==> src/rtl/tt_sweep_pkg.sv <==
// tt_sweep_pkg: shared types and constants for the truth-table sweeper.
// Optional feature macro: TT_SWEEP_CHECK_EN (adds on-chip expected-column
// comparison in tt_sweep).
package tt_sweep_pkg;

  // Vector index width and number of input vectors of a 3-input function
  localparam int VEC_W   = 3;
  localparam int NUM_VEC = 8;

  // Default number of cycles each vector is held before it is sampled
  localparam int SETTLE_CYCLES_DEF = 2;

  // Settle counter width covers the legal hold range 1..15
  localparam int CNT_W = 4;

  // Mismatch counter width covers 0..2*NUM_VEC
  localparam int ERR_W = 5;

  typedef enum logic [1:0] {
    ST_IDLE    = 2'd0,
    ST_DRIVE   = 2'd1,
    ST_CAPTURE = 2'd2,
    ST_DONE    = 2'd3
  } state_e;

  // Value loaded into the count-down timer so that it expires after
  // exactly 'cycles' cycles of counting (expire fires when it reads zero).
  function automatic logic [CNT_W-1:0] settle_load(input int cycles);
    return CNT_W'(cycles - 1);
  endfunction

endpackage

==> src/rtl/tt_settle_timer.sv <==
// tt_settle_timer: loadable count-down timer that times the hold of one
// input vector. expire_o is high during the last cycle of the hold.
module tt_settle_timer
  import tt_sweep_pkg::*;
#(
  parameter int SETTLE_CYCLES = SETTLE_CYCLES_DEF
) (
  input  logic clk,
  input  logic rst,
  input  logic load_i,
  input  logic run_i,
  output logic expire_o
);

  localparam logic [CNT_W-1:0] LOAD_VAL = settle_load(SETTLE_CYCLES);

  logic [CNT_W-1:0] cnt_q;
  logic [CNT_W-1:0] cnt_d;

  // Next count: load has priority, otherwise count down while running
  always_comb begin
    cnt_d = cnt_q;
    if (load_i) begin
      cnt_d = LOAD_VAL;
    end else if (run_i && (cnt_q != '0)) begin
      cnt_d = cnt_q - 1'b1;
    end
  end

  // Counter register, cleared by reset
  always_ff @(posedge clk) begin
    if (rst) begin
      cnt_q <= '0;
    end else begin
      cnt_q <= cnt_d;
    end
  end

  assign expire_o = run_i && (cnt_q == '0);

endmodule

==> src/rtl/tt_sweep.sv <==
// tt_sweep: drives all 8 input vectors of a 3-input combinational block,
// waits SETTLE_CYCLES per vector, and captures the two fed-back outputs
// into truth-table columns (bit i = value for vector i).
// Optional feature macro: TT_SWEEP_CHECK_EN adds exp_s1/exp_s2 inputs,
// a running mismatch counter err_cnt and a pass flag.
module tt_sweep
  import tt_sweep_pkg::*;
#(
  parameter int SETTLE_CYCLES = SETTLE_CYCLES_DEF
) (
  input  logic               clk,
  input  logic               rst,
  input  logic               start,
  input  logic               s1,
  input  logic               s2,
`ifdef TT_SWEEP_CHECK_EN
  input  logic [NUM_VEC-1:0] exp_s1,
  input  logic [NUM_VEC-1:0] exp_s2,
  output logic [ERR_W-1:0]   err_cnt,
  output logic               pass,
`endif
  output logic               x,
  output logic               y,
  output logic               z,
  output logic               busy,
  output logic               done,
  output logic [NUM_VEC-1:0] result_s1,
  output logic [NUM_VEC-1:0] result_s2
);

  state_e state_q;
  state_e state_d;

  logic [VEC_W-1:0]   idx_q;
  logic [VEC_W-1:0]   idx_d;
  logic [NUM_VEC-1:0] res1_q;
  logic [NUM_VEC-1:0] res1_d;
  logic [NUM_VEC-1:0] res2_q;
  logic [NUM_VEC-1:0] res2_d;
  logic [NUM_VEC-1:0] cap_hit;
  logic [VEC_W-1:0]   vec;

  logic start_acc;
  logic cap_edge;
  logic last_vec;
  logic timer_load;
  logic timer_run;
  logic settle_expire;

  // Start is only honoured while not sweeping; capture happens on the
  // single CAPTURE cycle of each vector.
  assign start_acc  = start && ((state_q == ST_IDLE) || (state_q == ST_DONE));
  assign cap_edge   = (state_q == ST_CAPTURE);
  assign last_vec   = (idx_q == VEC_W'(NUM_VEC - 1));

  // The timer is (re)armed whenever a DRIVE phase is about to begin
  assign timer_load = start_acc || (cap_edge && !last_vec);
  assign timer_run  = (state_q == ST_DRIVE);

  tt_settle_timer #(
    .SETTLE_CYCLES (SETTLE_CYCLES)
  ) u_timer (
    .clk      (clk),
    .rst      (rst),
    .load_i   (timer_load),
    .run_i    (timer_run),
    .expire_o (settle_expire)
  );

  // State register
  always_ff @(posedge clk) begin
    if (rst) begin
      state_q <= ST_IDLE;
    end else begin
      state_q <= state_d;
    end
  end

  // Next-state logic
  always_comb begin
    state_d = state_q;
    unique case (state_q)
      ST_IDLE, ST_DONE: begin
        if (start) state_d = ST_DRIVE;
      end
      ST_DRIVE: begin
        if (settle_expire) state_d = ST_CAPTURE;
      end
      ST_CAPTURE: begin
        state_d = last_vec ? ST_DONE : ST_DRIVE;
      end
      default: state_d = ST_IDLE;
    endcase
  end

  // Outputs decoded from the state; the vector is only presented while
  // sweeping so the block under test sees 000 when idle.
  always_comb begin
    busy = 1'b0;
    done = 1'b0;
    vec  = '0;
    unique case (state_q)
      ST_DRIVE, ST_CAPTURE: begin
        busy = 1'b1;
        vec  = idx_q;
      end
      ST_DONE: done = 1'b1;
      default: ;
    endcase
  end

  assign {x, y, z} = vec;

  // Vector index: reset to 0 on start, advance after each non-final capture
  always_comb begin
    idx_d = idx_q;
    if (start_acc) begin
      idx_d = '0;
    end else if (cap_edge && !last_vec) begin
      idx_d = idx_q + 1'b1;
    end
  end

  // Per-bit result capture: a column bit only changes when its own vector
  // is captured, and the whole column clears on start acceptance.
  for (genvar gi = 0; gi < NUM_VEC; gi++) begin : g_cap
    assign cap_hit[gi] = cap_edge && (idx_q == VEC_W'(gi));
    assign res1_d[gi]  = start_acc ? 1'b0 : (cap_hit[gi] ? s1 : res1_q[gi]);
    assign res2_d[gi]  = start_acc ? 1'b0 : (cap_hit[gi] ? s2 : res2_q[gi]);
  end

  // Index and result registers
  always_ff @(posedge clk) begin
    if (rst) begin
      idx_q  <= '0;
      res1_q <= '0;
      res2_q <= '0;
    end else begin
      idx_q  <= idx_d;
      res1_q <= res1_d;
      res2_q <= res2_d;
    end
  end

  assign result_s1 = res1_q;
  assign result_s2 = res2_q;

`ifdef TT_SWEEP_CHECK_EN
  logic [ERR_W-1:0] err_q;
  logic [ERR_W-1:0] err_d;

  // Mismatch accumulation: at most 2 per vector, so 5 bits never overflow
  always_comb begin
    err_d = err_q;
    if (start_acc) begin
      err_d = '0;
    end else if (cap_edge) begin
      err_d = err_q + ERR_W'(s1 != exp_s1[idx_q]) + ERR_W'(s2 != exp_s2[idx_q]);
    end
  end

  // Mismatch counter register
  always_ff @(posedge clk) begin
    if (rst) begin
      err_q <= '0;
    end else begin
      err_q <= err_d;
    end
  end

  assign err_cnt = err_q;
  assign pass    = done && (err_q == '0);
`endif

endmodule

==> config.mk <==
export PLATFORM = sky130hd
export DESIGN_NAME = tt_sweep
export DESIGN_NICKNAME = d
export VERILOG_FILES = /design/src/rtl/tt_sweep_pkg.sv /design/src/rtl/tt_settle_timer.sv /design/src/rtl/tt_sweep.sv
export SDC_FILE = /design/constraint.sdc
export NUM_CORES = 1
export LEC_CHECK = 0
export ABC_AREA = 1
export BUFFER_PORTS_ARGS = -buffer_cell sky130_fd_sc_hd__buf_2
export CAP_MARGIN = 25
export CORE_MARGIN = 1
export CORE_UTILIZATION = 50
export CTS_BUF_LIST = sky130_fd_sc_hd__clkbuf_8
export DETAILED_ROUTE_END_ITERATION = 8
export PLACE_DENSITY = 0.74
export SLEW_MARGIN = 5
export SYNTH_ARGS = -nofsm -noshare
export SYNTH_HDL_FRONTEND = slang
export SYNTH_SLANG_ARGS = --single-unit
==> constraint.sdc <==
create_clock -name clk -period 1.83 [get_ports clk]
set_input_delay 0.0915 -clock clk [delete_from_list [all_inputs] [get_ports clk]]
set_output_delay 0.0915 -clock clk [all_outputs]
set_load 0.03 [all_outputs]
Yosys cells after proc, flatten, opt, wreduce, memory -nomap -nowiden
Cells that the tools add are included.
{"block": "totals", "register_bits": 25, "inputBits": 5, "output_inout_bits": 21, "elab_cells": 68}
{"block": "classes", "n_addsub": 2, "n_eq_ne": 12, "muxes": 9, "n_reduce_logical": 25}
{"operator": "$eq 3x3->1 const B", "count": 4}
{"operator": "$logic_and 1x1->1", "count": 12}
{"operator": "$reduce_or 2->1", "count": 4}
{"operator": "$eq 3x2->1 const B", "count": 2}
{"operator": "$mux 2", "count": 3}
{"operator": "$pmux 2 s3", "count": 1}
{"operator": "$eq 2x2->1 const B", "count": 2}
{"operator": "$logic_not 4->1", "count": 1}
{"operator": "$mux 1", "count": 4}
{"operator": "$ne 2x2->1 const B", "count": 2}
{"operator": "$reduce_bool 4->1", "count": 1}
{"operator": "$sub 4x1->4 const B", "count": 1}
{"operator": "$add 3x1->3 const B", "count": 1}
{"operator": "$eq 3x1->1 const B", "count": 1}
{"operator": "$logic_not 3->1", "count": 1}
{"operator": "$mux 3", "count": 1}
{"operator": "$eq 2x1->1 const B", "count": 1}
{"operator": "$logic_not 2->1", "count": 1}
{"operator": "$logic_or 1x1->1", "count": 2}
{"operator": "$reduce_and 2->1", "count": 1}
{"operator": "$reduce_bool 2->1", "count": 1}
{"operator": "$logic_not 1->1", "count": 1}

Logic depth before layout (Yosys ltp)
Gate-level depths: netlist of run 1.
{"block": "logic_depth", "ltp_word": 5, "mapped_depth": 8}

Modules after synthesis
A second synthesis of run 1 with hierarchy kept.
{"block": "hier_totals", "cells_unflattened": 171, "hier_area_um2": 1325.0}
{"module": "tt_sweep", "instances": 1, "cells_per_inst": 134, "area_per_inst_um2": 1083.5, "seq_area_each_um2": 420.4}
{"module": "tt_settle_timer", "instances": 1, "cells_per_inst": 37, "area_per_inst_um2": 241.5, "seq_area_each_um2": 80.1}

Worst setup path after synthesis of run 1
Ideal clock, no wire load.
{"block": "synth_timing", "path_type": "reg2reg", "from": "reg state_q[0]", "to": "reg u_timer.cnt_q[2]", "t_arrival_ps": 1357, "required_ps": 1768, "slack_ps": 411, "path_stages_with_launch": 9, "synth_period_minus_slack_ps": 1419, "cell_sequence": "dfxtp_1 inv_1 ha_1 buf_6 a21oi_4 inv_2 nor2_4 nand2_2 nor2_2"}
{"block": "synth_between", "elab_chain_len": 5}
{"item": "from (decl)", "line": "tt_sweep.sv:31", "text": "state_e state_q;"}
{"item": "from (signal assigned)", "line": "tt_sweep.sv:75", "text": "state_q <= state_d;"}
{"item": "$eq 2x2->1 / $logic_not 2->1 (equally long branches)", "line": "tt_sweep.sv:52", "text": "assign start_acc = start && ((state_q == ST_IDLE) || (state_q == ST_DONE));"}
{"item": "$logic_or 1x1->1", "line": "tt_sweep.sv:52"}
{"item": "$logic_and 1x1->1", "line": "tt_sweep.sv:52"}
{"item": "$logic_or 1x1->1", "line": "tt_sweep.sv:57", "text": "assign timer_load = start_acc || (cap_edge && !last_vec);"}
{"item": "$reduce_or 2->1 (no source line)"}
{"item": "to (signal assigned)", "line": "tt_settle_timer.sv:35", "text": "cnt_q <= cnt_d;"}
{"item": "to (decl)", "line": "tt_settle_timer.sv:17", "text": "logic [CNT_W-1:0] cnt_q;"}
Several ways; a longest one is shown, not always the timed one.
A chain may end at the register's enable or synchronous reset.

Final worst setup path of run 1
{"block": "layout_timing", "from": "reg state_q[0]", "to": "out x"}
{"block": "layout_between", "elab_chain_len": 3}
{"item": "$eq 2x2->1 / $eq 2x1->1 (equally long branches)", "line": "tt_sweep.sv:102", "text": "unique case (state_q)"}
{"item": "$reduce_or 2->1 (*)", "line": "tt_sweep.sv:102"}
{"item": "$mux 3 (*)", "line": "tt_sweep.sv:102"}
{"item": "to (decl)", "line": "tt_sweep.sv:22", "text": "output logic x,"}
Mark *: on every way between the ends. The rest lies on a longest branch, timed or not.

==> summary.md, run 1 <==
| Metric | Value |
|---|---|
| Status | `finished, final reports clean` |
| CP startpoint kind | `flip-flop` |
| Wl on met1 | `1160 um` |
| Hold EP | `state_q[1]` |
| Syn nets | `176` |
| DRC errors left | `0` |
| Synth area leaders | `dfxtp_1 (41%), ha_1 (12%), a21oi_1 (7.7%)` |
| First-pass GRT wire length | `3910 um` |
| Largest net degree at the start of global routing | `17` |
| Initial Util | `54.4%` |
| Synth top area share | `40.8%` |
| Placed Area | `1370 um^2` |
| Final Non-Filler Cells | `215` |
| Total Wirelength | `2310 um` |
| Clock transition at path regs | `0.09 ns` |
| Critical Path AT | `1.59 ns` |
| Clk buf depth | `2` |
| Vias per cell | `4.89` |
| CTS tree | `yes` |
| Rows | `17` |
| Top Ports | `26` |
| Clock skew | `0.00214 ns` |
| CP Data Required Time | `1.74 ns` |
| IO buf count | `25` |
| Post-DP HPWL | `1800 um` |
| Total GRT Usage | `19.5%` |
| Internal reg-to-reg setup slack | `0.20 ns` |
| Maxcap violations | `0` |
| Setup_tns | `0 ns` |
| Vias | `1052` |
| Hold-fix buffers at CTS | `0` |
| #FFs+latches synth | `25` |
| Worst VDD drop | `0.000780 V` |
| Inst Count DP | `211` |
| Number of iterations in the first detailed-routing pass | `4` |
| Cells after Synth | `159` |
| CTS H-tree lvls | `1` |
| Clock Sinks | `25` |
| Post-synth top area cell | `dfxtp_1` |
| Yosys warns | `0` |
| Crit path kind | `reg -> out` |
| Critical path's slowest cell | `dfxtp_1` |
| CP max FO | `7` |
| Sequential area share after synthesis | `40.8%` |
| Layout cell share with drive strength beyond 1 | `22.5%` |
| Final period util | `92.1%` |
| Die H | `51.5 um` |
| Layout overhead on the synthesized area | `15.8%` |
| Max-slew violation count | `0` |
| Initial DRC count | `20` |
| Syn avg cell area | `7.72 um^2` |
| DR WL/cell | `10.7 um` |
| Worst-Margin Slew | `0.340 ns` |
| Inserted Diodes | `0` |
| Layout Nets | `205` |
| Core area | `2250 um^2` |
| Final hold viol count | `0` |
| Number of setup violations in the final report | `0` |
| Worst hold slack | `0.0605 ns` |
| Yosys cell types | `17` |
| Setup bufs post-CTS | `0` |
| Placer Congestion | `0.761` |
| Uppermost layer routed | `met4` |
| RSZ-0062 raised after global routing | `no` |
| Critical Path End Type | `output port` |
| Die area | `2660 um^2` |
| Met3 WL | `88 um` |
| Hold path depth | `2` |
| Worst r2r dst | `u_timer.cnt_q[2]` |
| Detail Route met2 WL | `1050 um` |
| FF-to-FF path depth | `7` |
| Pwr/cell area | `1030 nW/um^2` |
| FMAX | `593 MHz` |
| Delay of the slowest critical-path stage | `0.41 ns` |
| Cell area after synthesis | `1230 um^2` |
| Crit path buffers/inverters | `3` |
| Cts bufs inserted | `3` |
| Relative slew slack | `77.3%` |
| Clock Latency Late Sink | `0.26 ns` |
| Final Instance Area | `1420 um^2` |
| Post-cts sizing count | `0` |
| LEAKAGE | `0.000657 uW` |
| Crit path cell chain | `inv_1 -> ha_1 -> buf_4 -> nor2_1 -> buf_2` |
| Type of the most critical hold path | `in -> reg` |
| Final ANT Viol Nets | `0` |
| Commonest cells after routing, fill and taps aside | `dfxtp_1 (25), buf_2 (25), inv_1 (22), nand2_1 (21), nor2_1 (20)` |
| Clock Tree Root | `clkbuf_8` |
| Worst flop-to-flop path startpoint | `state_q[0]` |
| Hold Startpoint | `rst` |
| Crit path max-delay family | `buffers and inverters` |
| Initial antenna violation count | `0` |
| Die X | `51.5 um` |
| Min Tclk post-route | `1.69 ns` |
| GRT Residual Overflow | `0` |
| Vias in the first global route | `957` |
-- flip-flops by register name (all words and copies together) (netlist names) --
register,flops
u_timer.cnt_q,4
result_s1,8
idx_q,3
state_q,2
result_s2,8
-- worst max path at each step --
stage,slack [ns],cells after the start,start,to
6_report,0.14,5,state_q[0],x
5_1_grt,0.05,5,state_q[0],y
4_1_cts,0.14,5,state_q[0],x
3_5_place_dp,0.20,7,state_q[0],u_timer.cnt_q[2]
3_3_place_gp,0.29,7,state_q[0],u_timer.cnt_q[2]
2_1_floorplan,0.41,8,state_q[0],u_timer.cnt_q[2]
-- power breakdown --
group	leakage [uW]	switching, uW	total, uW	internal, uW
registers	0.000202	38.7	626	587
clock network	0.0000217	169	323	154
logic	0.000434	342	517	174
total	0.000657	550	1470	915
-- area by class of cell --
type | count | area, um^2
Timing Repair Buffer | 26 | 133
Multi-Input combinational cell | 107 | 611
Inverter | 25 | 93.8
Clock buffer | 3 | 41.3
Sequential cell | 25 | 500
Tap cell | 28 | 35.0
Clock inverter | 1 | 7.51
Fill cell | 199 | 833
-- synth_stat cells --
master and instances:
dfxtp_1 25, inv_1 22, nand2_1 21, nor2_1 20, a21oi_1 19, ha_1 12, o21ai_0 11, nand3_1 10
o21ai_1 4, inv_2 3, nor2_2 3, a21oi_2 2, buf_6 2, nor2_4 2, a21oi_4 1, nand2_2 1
nor3_1 1
-- logic make-up after synthesis --
group,Yosys count,synth area share (%)
AND/OR/NAND/NOR,58,20.9
flip-flops,25,40.8
AO/OA/AOI/OAI,37,16.6
adder cells (fa/ha/maj),12,12.2
buffers and inverters,27,9.48
-- worst reg2reg max path, stage by stage (launching register included) --
cell and delay, ns:
dfxtp_1 0.41, inv_1 0.09, ha_1 0.35, a21oi_4 0.33, inv_2 0.13, nor2_4 0.12, nand2_2 0.06, nor2_2 0.10
-- routing by layer --
layer / up-vias / track usage (%)
met5: - / 0
met4: 0 / 6.76
met3: 2 / 2.92
met2: 25 / 32.5
met1: 462 / 25.5
li1: 563 / -
-- metrics by stage --
step	setup WS, ns	utilization [%]	total power [uW]
after floorplan	0.411	-	1060
after global placement	0.288	60.9	1130
after detailed placement	0.205	60.9	1150
after CTS	0.142	63.0	1480
after global routing	0.0468	63.0	1570
final	0.145	63.0	1470
No activity file was read; power rests on OpenSTA's default activity.
==> run 2: changes to the inputs <==
--- a/config.mk
+++ b/config.mk
@@ -9,10 +9,9 @@
 export BUFFER_PORTS_ARGS = -buffer_cell sky130_fd_sc_hd__buf_2
 export CAP_MARGIN = 25
 export CORE_MARGIN = 1
-export CORE_UTILIZATION = 50
+export CORE_UTILIZATION = 30
 export CTS_BUF_LIST = sky130_fd_sc_hd__clkbuf_8
 export DETAILED_ROUTE_END_ITERATION = 8
-export PLACE_DENSITY = 0.74
 export SLEW_MARGIN = 5
 export SYNTH_ARGS = -nofsm -noshare
 export SYNTH_HDL_FRONTEND = slang
==> constraint.sdc (replaced) <==
create_clock -name clk -period 1.83 [get_ports clk]
set_input_delay 0.0915 -clock clk [delete_from_list [all_inputs] [get_ports clk]]
set_output_delay 0.0915 -clock clk [all_outputs]
set_load 0.02 [all_outputs]
==> summary.md, run 2 (synthesized netlist as in run 1, its figures left out) <==
| Metric | Value |
|---|---|
| Layout cell share with drive strength beyond 1 | `23.3% (+0.82 points)` |
| Vias per cell | `4.37 (-11%)` |
| Crit path kind | `reg -> out` |
| CTS H-tree lvls | `1 (unchanged)` |
| Sequential share of power | `42.7% (about the same)` |
| Initial antenna violation count | `0 (unchanged)` |
| Combinational cell fraction of total power | `35.5% (+0.2 points)` |
| Layout fillers | `399 (+100%)` |
| Initial Util | `32.3% (-22 points)` |
| Clock skew | `0.00582 ns (+0.00368 ns)` |
| Relative slew slack | `82.4% (+5.1 points)` |
| Int Pwr | `934 uW (+2.1%)` |
| Sw power | `538 uW (-2.2%)` |
| Tot Pwr | `1470 uW (+0.48%)` |
| LEAKAGE | `0.000675 uW (+2.7%)` |
| Top Ports | `26 (unchanged)` |
| Hold Startpoint | `rst` |
| Clock Latency Late Sink | `0.26 ns (about the same)` |
| GRT Residual Overflow | `0 (unchanged)` |
| Critical Path End Type | `output port` |
| Worst-Margin Slew | `0.264 ns (-0.0762 ns)` |
| Vias | `1035 (-1.6%)` |
| Max-slew violation count | `0 (unchanged)` |
| RSZ-0062 raised after global routing | `no` |
| CP Data Required Time | `1.74 ns (about the same)` |
| Final period util | `91.0% (-1.1 points)` |
| Worst flop-to-flop path startpoint | `state_q[0]` |
| Cts bufs inserted | `3 (unchanged)` |
| Pwr/cell area | `1000 nW/um^2 (-2.9%)` |
| Die H | `66.0 um (+28%)` |
| Maxcap violations | `0 (unchanged)` |
| Final ANT Viol Nets | `0 (unchanged)` |
| CP startpoint kind | `flip-flop` |
| Clock Tree Root | `clkbuf_8` |
| Rows | `22 (+5)` |
| Placer Congestion | `0.750 (-1.4%)` |
| Initial DRC count | `75 (+280%)` |
| Total GRT Usage | `12.5% (-7.0 points)` |
| Layout overhead on the synthesized area | `19.9%` |
| FMAX | `600 MHz (+1.2%)` |
| Detail Route met2 WL | `1060 um (+1.1%)` |
| Die area | `4350 um^2 (+64%)` |
| Post-DP HPWL | `1770 um (-1.8%)` |
| Number of iterations in the first detailed-routing pass | `4 (unchanged)` |
| Critical Path AT | `1.57 ns (-0.02 ns)` |
| Final hold viol count | `0 (unchanged)` |
| DRC errors left | `0 (unchanged)` |
| Met3 WL | `92 um (+4.5%)` |
| Commonest cells after routing, fill and taps aside | `dfxtp_1 (25), buf_2 (25), inv_1 (22), nand2_1 (21), nor2_1 (20)` |
| Wl on met1 | `1180 um (+1.5%)` |
| Largest net degree at the start of global routing | `17 (unchanged)` |
| Area of the multi-input gates | `611 um^2 (unchanged)` |
| Clock transition at path regs | `0.08 ns (about the same)` |
| Sw frac | `36.5% (-1.0 points)` |
| Type of the most critical hold path | `in -> reg` |
| Clock Sinks | `25 (unchanged)` |
| Vias in the first global route | `956 (-0.10%)` |
| Worst VDD drop | `0.000507 V (-35%)` |
| FF+latch area | `500 um^2 (unchanged)` |
| Inserted Diodes | `0 (unchanged)` |
| Setup_tns | `0 ns (unchanged)` |
| Layout Nets | `207 (+0.98%)` |
| IO buf count | `25 (unchanged)` |
| Crit path launch | `state_q[0]` |
| DR WL/cell | `9.95 um (-7.3%)` |
| CTS tree | `yes` |
| Uppermost layer routed | `met4` |
| Min Tclk post-route | `1.67 ns (-0.0194 ns)` |
| Number of setup violations in the final report | `0 (unchanged)` |
| Clock power share | `21.8% (-0.2 points)` |
| Setup slack at placement | `0.205 ns (+0.000777 ns)` |
| First-pass GRT wire length | `4200 um (+7.2%)` |
| Hold-fix buffers at CTS | `0 (unchanged)` |
| Die X | `66.0 um (+28%)` |
| Core area | `3800 um^2 (+68%)` |
| Setup slack after layout | `0.164 ns (+0.0194 ns)` |
| CP max FO | `7 (unchanged)` |
| Total Wirelength | `2360 um (+2.2%)` |
| Clk buf depth | `2 (unchanged)` |
| Status | `finished, final reports clean` |
[run 2: cell types whose count changed in the layout (fill, tap and decap cells not counted), sizes merged]
cell	delta
buf	+2
clkinv	+1
clkinvlp	-1
[run 2: final timing paths]
kind              slack, ns          endpoint  cells after the start
setup / recovery       0.16                 x                      5
hold / removal         0.07  u_timer.cnt_q[0]                      2
setup reg to reg       0.33  u_timer.cnt_q[2]                      7
hold reg to reg        0.44      result_s1[5]                      2
[run 2: cell type report]
| type | count | share of cell area [%] |
|---|---|---|
| Multi-Input combinational cell | 107 | 41.5 |
| Sequential cell | 25 | 34.0 |
| Timing Repair Buffer | 28 | 10.9 |
| Inverter | 25 | 6.38 |
| Tap cell | 48 | 4.08 |
| Clock buffer | 3 | 2.81 |
| Clock inverter | 1 | 0.340 |
[run 2: through the flow]
step	cells	hold slack [ns]	utilization [%]	cell area, um^2
final	237	0.0701	38.7	1470
after global routing	237	0.0633	38.7	1470
after CTS	235	0.0663	38.0	1440
after detailed placement	231	0.354	36.8	1400
after global placement	231	0.354	36.8	1400
after floorplan	159	0.161	-	1230
[run 2: worst max-delay path, stage by stage, from the launching register on]
cell and delay [ns]:
dfxtp_1 0.41, inv_1 0.09, ha_1 0.35, buf_4 0.18, nor2_1 0.11, buf_2 0.17
[run 2: power by group through the flow]
| stage | Combinational (uW) | Sequential, uW | Clock [uW] |
|---|---|---|---|
| floorplan | 408 | 636 | 0 |
| global placement | 492 | 639 | 0 |
| detailed placement | 494 | 640 | 0 |
| CTS | 500 | 628 | 332 |
| global route | 596 | 637 | 357 |
| finish | 523 | 629 | 320 |
[run 2: what timing repair did]
action,4_1_cts,5_1_grt
endpoints found under the setup margin,0,1
gates resized for setup,0,0
hold endpoints to repair,0,0
setup buffers,0,2
[run 2: routing by layer]
layer  global-route usage, %  vias up
met5                       0        -
met4                    6.38        0
met1                    16.4      446
met2                    19.6       19
met3                    1.72        2
li1                        -      568
==> run 3: changes to the inputs <==
--- a/config.mk
+++ b/config.mk
@@ -8,7 +8,7 @@
 export ABC_AREA = 1
 export BUFFER_PORTS_ARGS = -buffer_cell sky130_fd_sc_hd__buf_2
 export CAP_MARGIN = 25
-export CORE_MARGIN = 1
+export CORE_MARGIN = 2
 export CORE_UTILIZATION = 30
 export CTS_BUF_LIST = sky130_fd_sc_hd__clkbuf_8
 export DETAILED_ROUTE_END_ITERATION = 8
==> summary.md, run 3 (synthesized netlist as in run 1, its figures left out) <==
| Metric | Value |
|---|---|
| Worst flop-to-flop path startpoint | `state_q[0]` |
| LEAKAGE | `0.000675 uW (unchanged)` |
| Relative slew slack | `82.6% (+0.20 points)` |
| CP startpoint kind | `flip-flop` |
| CTS H-tree lvls | `1 (unchanged)` |
| Max-slew violation count | `0 (unchanged)` |
| Clock Tree Root | `clkbuf_8` |
| Post-DP HPWL | `1800 um (+1.5%)` |
| Critical path's slowest cell | `dfxtp_1` |
| First-pass GRT wire length | `3840 um (-8.4%)` |
| Hold path depth | `2 (unchanged)` |
| Placer Congestion | `0.772 (+3.0%)` |
| DR WL/cell | `9.64 um (-3.1%)` |
| Cts bufs inserted | `3 (unchanged)` |
| Worst VDD drop | `0.000472 V (-6.9%)` |
| Die X | `68.0 um (+3.0%)` |
| CP max FO | `7 (unchanged)` |
| RSZ-0062 raised after global routing | `no` |
| GRT Residual Overflow | `0 (unchanged)` |
| Layout fillers | `423 (+6.0%)` |
| Hold Startpoint | `rst` |
| Die area | `4620 um^2 (+6.2%)` |
| Pwr/cell area | `996 nW/um^2 (-0.41%)` |
| Clock transition at path regs | `0.09 ns (about the same)` |
| Layout Nets | `207 (unchanged)` |
| Initial DRC count | `43 (-43%)` |
| Total Wirelength | `2300 um (-2.3%)` |
| Clock Sinks | `25 (unchanged)` |
| Min Tclk post-route | `1.69 ns (+0.0258 ns)` |
| Top Ports | `26 (unchanged)` |
| DRC errors left | `0 (unchanged)` |
| Hold EP | `u_timer.cnt_q[0]` |
| Internal reg-to-reg setup slack | `0.31 ns (-0.02 ns)` |
| Delay of the slowest critical-path stage | `0.41 ns (about the same)` |
| Clk buf depth | `2 (unchanged)` |
| Worst-Margin Slew | `0.261 ns (-0.00296 ns)` |
| Type of the most critical hold path | `in -> reg` |
| Critical Path End Type | `output port` |
| Hold-fix buffers at CTS | `0 (unchanged)` |
| Clock skew | `0.00334 ns (-0.00248 ns)` |
| Total GRT Usage | `10.8% (-1.6 points)` |
| Final hold viol count | `0 (unchanged)` |
| Layout cell share with drive strength beyond 1 | `23.3% (unchanged)` |
| Initial Util | `30.9% (-1.4 points)` |
| CP Data Required Time | `1.74 ns (about the same)` |
| Layout overhead on the synthesized area | `20.1%` |
| Status | `finished, final reports clean` |
| Worst hold slack | `0.0604 ns (-0.00975 ns)` |
| Rows | `23 (+4.5%)` |
| GRT met3 Usage | `1.48% (-0.24 points)` |
| Clock Latency Late Sink | `0.27 ns (about the same)` |
| FMAX | `591 MHz (-1.5%)` |
| Critical Path AT | `1.60 ns (+0.03 ns)` |
| Commonest cells after routing, fill and taps aside | `dfxtp_1 (25), buf_2 (25), inv_1 (22), nand2_1 (21), nor2_1 (20)` |
| Met1 global-route usage | `15.6% (-0.77 points)` |
| IO buf count | `25 (unchanged)` |
| Vias per cell | `4.18 (-4.4%)` |
| Final period util | `92.4% (+1.4 points)` |
| CTS tree | `yes` |
| Setup_tns | `0 ns (unchanged)` |
| Crit path cell chain | `inv_1 -> ha_1 -> buf_4 -> nor2_1 -> buf_2` |
| Largest net degree at the start of global routing | `17 (unchanged)` |
| Vias in the first global route | `901 (-5.8%)` |
| Inserted Diodes | `0 (unchanged)` |
| Vias | `998 (-3.6%)` |
| Worst r2r dst | `u_timer.cnt_q[3]` |
| Core area | `3970 um^2 (+4.5%)` |
| Number of setup violations in the final report | `0 (unchanged)` |
| Initial antenna violation count | `0 (unchanged)` |
| GR Util met2 | `15.7% (-4.0 points)` |
| Final ANT Viol Nets | `0 (unchanged)` |
| Number of iterations in the first detailed-routing pass | `4 (unchanged)` |
| Post-cts sizing count | `0 (unchanged)` |
| Maxcap violations | `0 (unchanged)` |
| Crit path kind | `reg -> out` |
| FF-to-FF path depth | `7 (unchanged)` |
| Global route hottest layer | `met2` |
| Die H | `68.0 um (+3.0%)` |
run 3: cell counts in the layout (fill, tap and decap cells not counted):
Identical to the previous run, type by type.
run 3: worst max-delay path by stage:
stage | cells past startpoint | endpoint | from
after floorplan | 8 | u_timer.cnt_q[2] | state_q[0]
after global placement | 7 | u_timer.cnt_q[1] | state_q[0]
after detailed placement | 7 | u_timer.cnt_q[3] | state_q[0]
after CTS | 5 | x | state_q[0]
after global routing | 5 | x | state_q[0]
final | 5 | x | state_q[0]
run 3: layer usage:
metal | part of all wire, % | vias to the layer above
met5 | 0 | -
met4 | 1.5 | 0
met3 | 3.9 | 2
met2 | 40 | 19
met1 | 55 | 410
li1 | - | 567
run 3: layout make-up:
type                       count  area (um^2)  area share [%]
timing repair buffer          28          160            10.9
multi-input combinational    107          611            41.4
sequential                    25          500            34.0
clock buffer                   3         41.3            2.80
inverter                      25         93.8            6.37
tap                           50         62.6            4.24
clock inverter                 1         5.00           0.340
run 3: report_power, final:
group | switching, uW | internal, uW | total, uW
clock network | 171 | 152 | 323
logic | 324 | 194 | 518
registers | 40.2 | 587 | 628
run 3: what timing repair did:
item	in CTS	in global routing
endpoints found under the hold margin	0	0
buffers inserted	0	2
endpoints found under the setup margin	0	1
run 3: per-stage QoR:
stage / setup WS [ns] / utilization, % / power [uW] / area (um^2) / std cells
6_report: 0.138 / 37.1 / 1470 / 1470 / 239
5_1_grt: 0.0428 / 37.1 / 1590 / 1470 / 239
4_1_cts: 0.128 / 36.4 / 1470 / 1450 / 237
3_5_place_dp: 0.183 / 35.3 / 1130 / 1400 / 233
3_3_place_gp: 0.256 / 35.3 / 1130 / 1400 / 233
2_1_floorplan: 0.411 / - / 1040 / 1230 / 159
run 3: worst max-delay path: cells and delay by family, from the launching register on:
kind	cells	cell delay [ns]
adders and majority gates	1	0.35
and+or+nand+nor	1	0.12
buffers and inverters	3	0.45
DFF	1	0.41
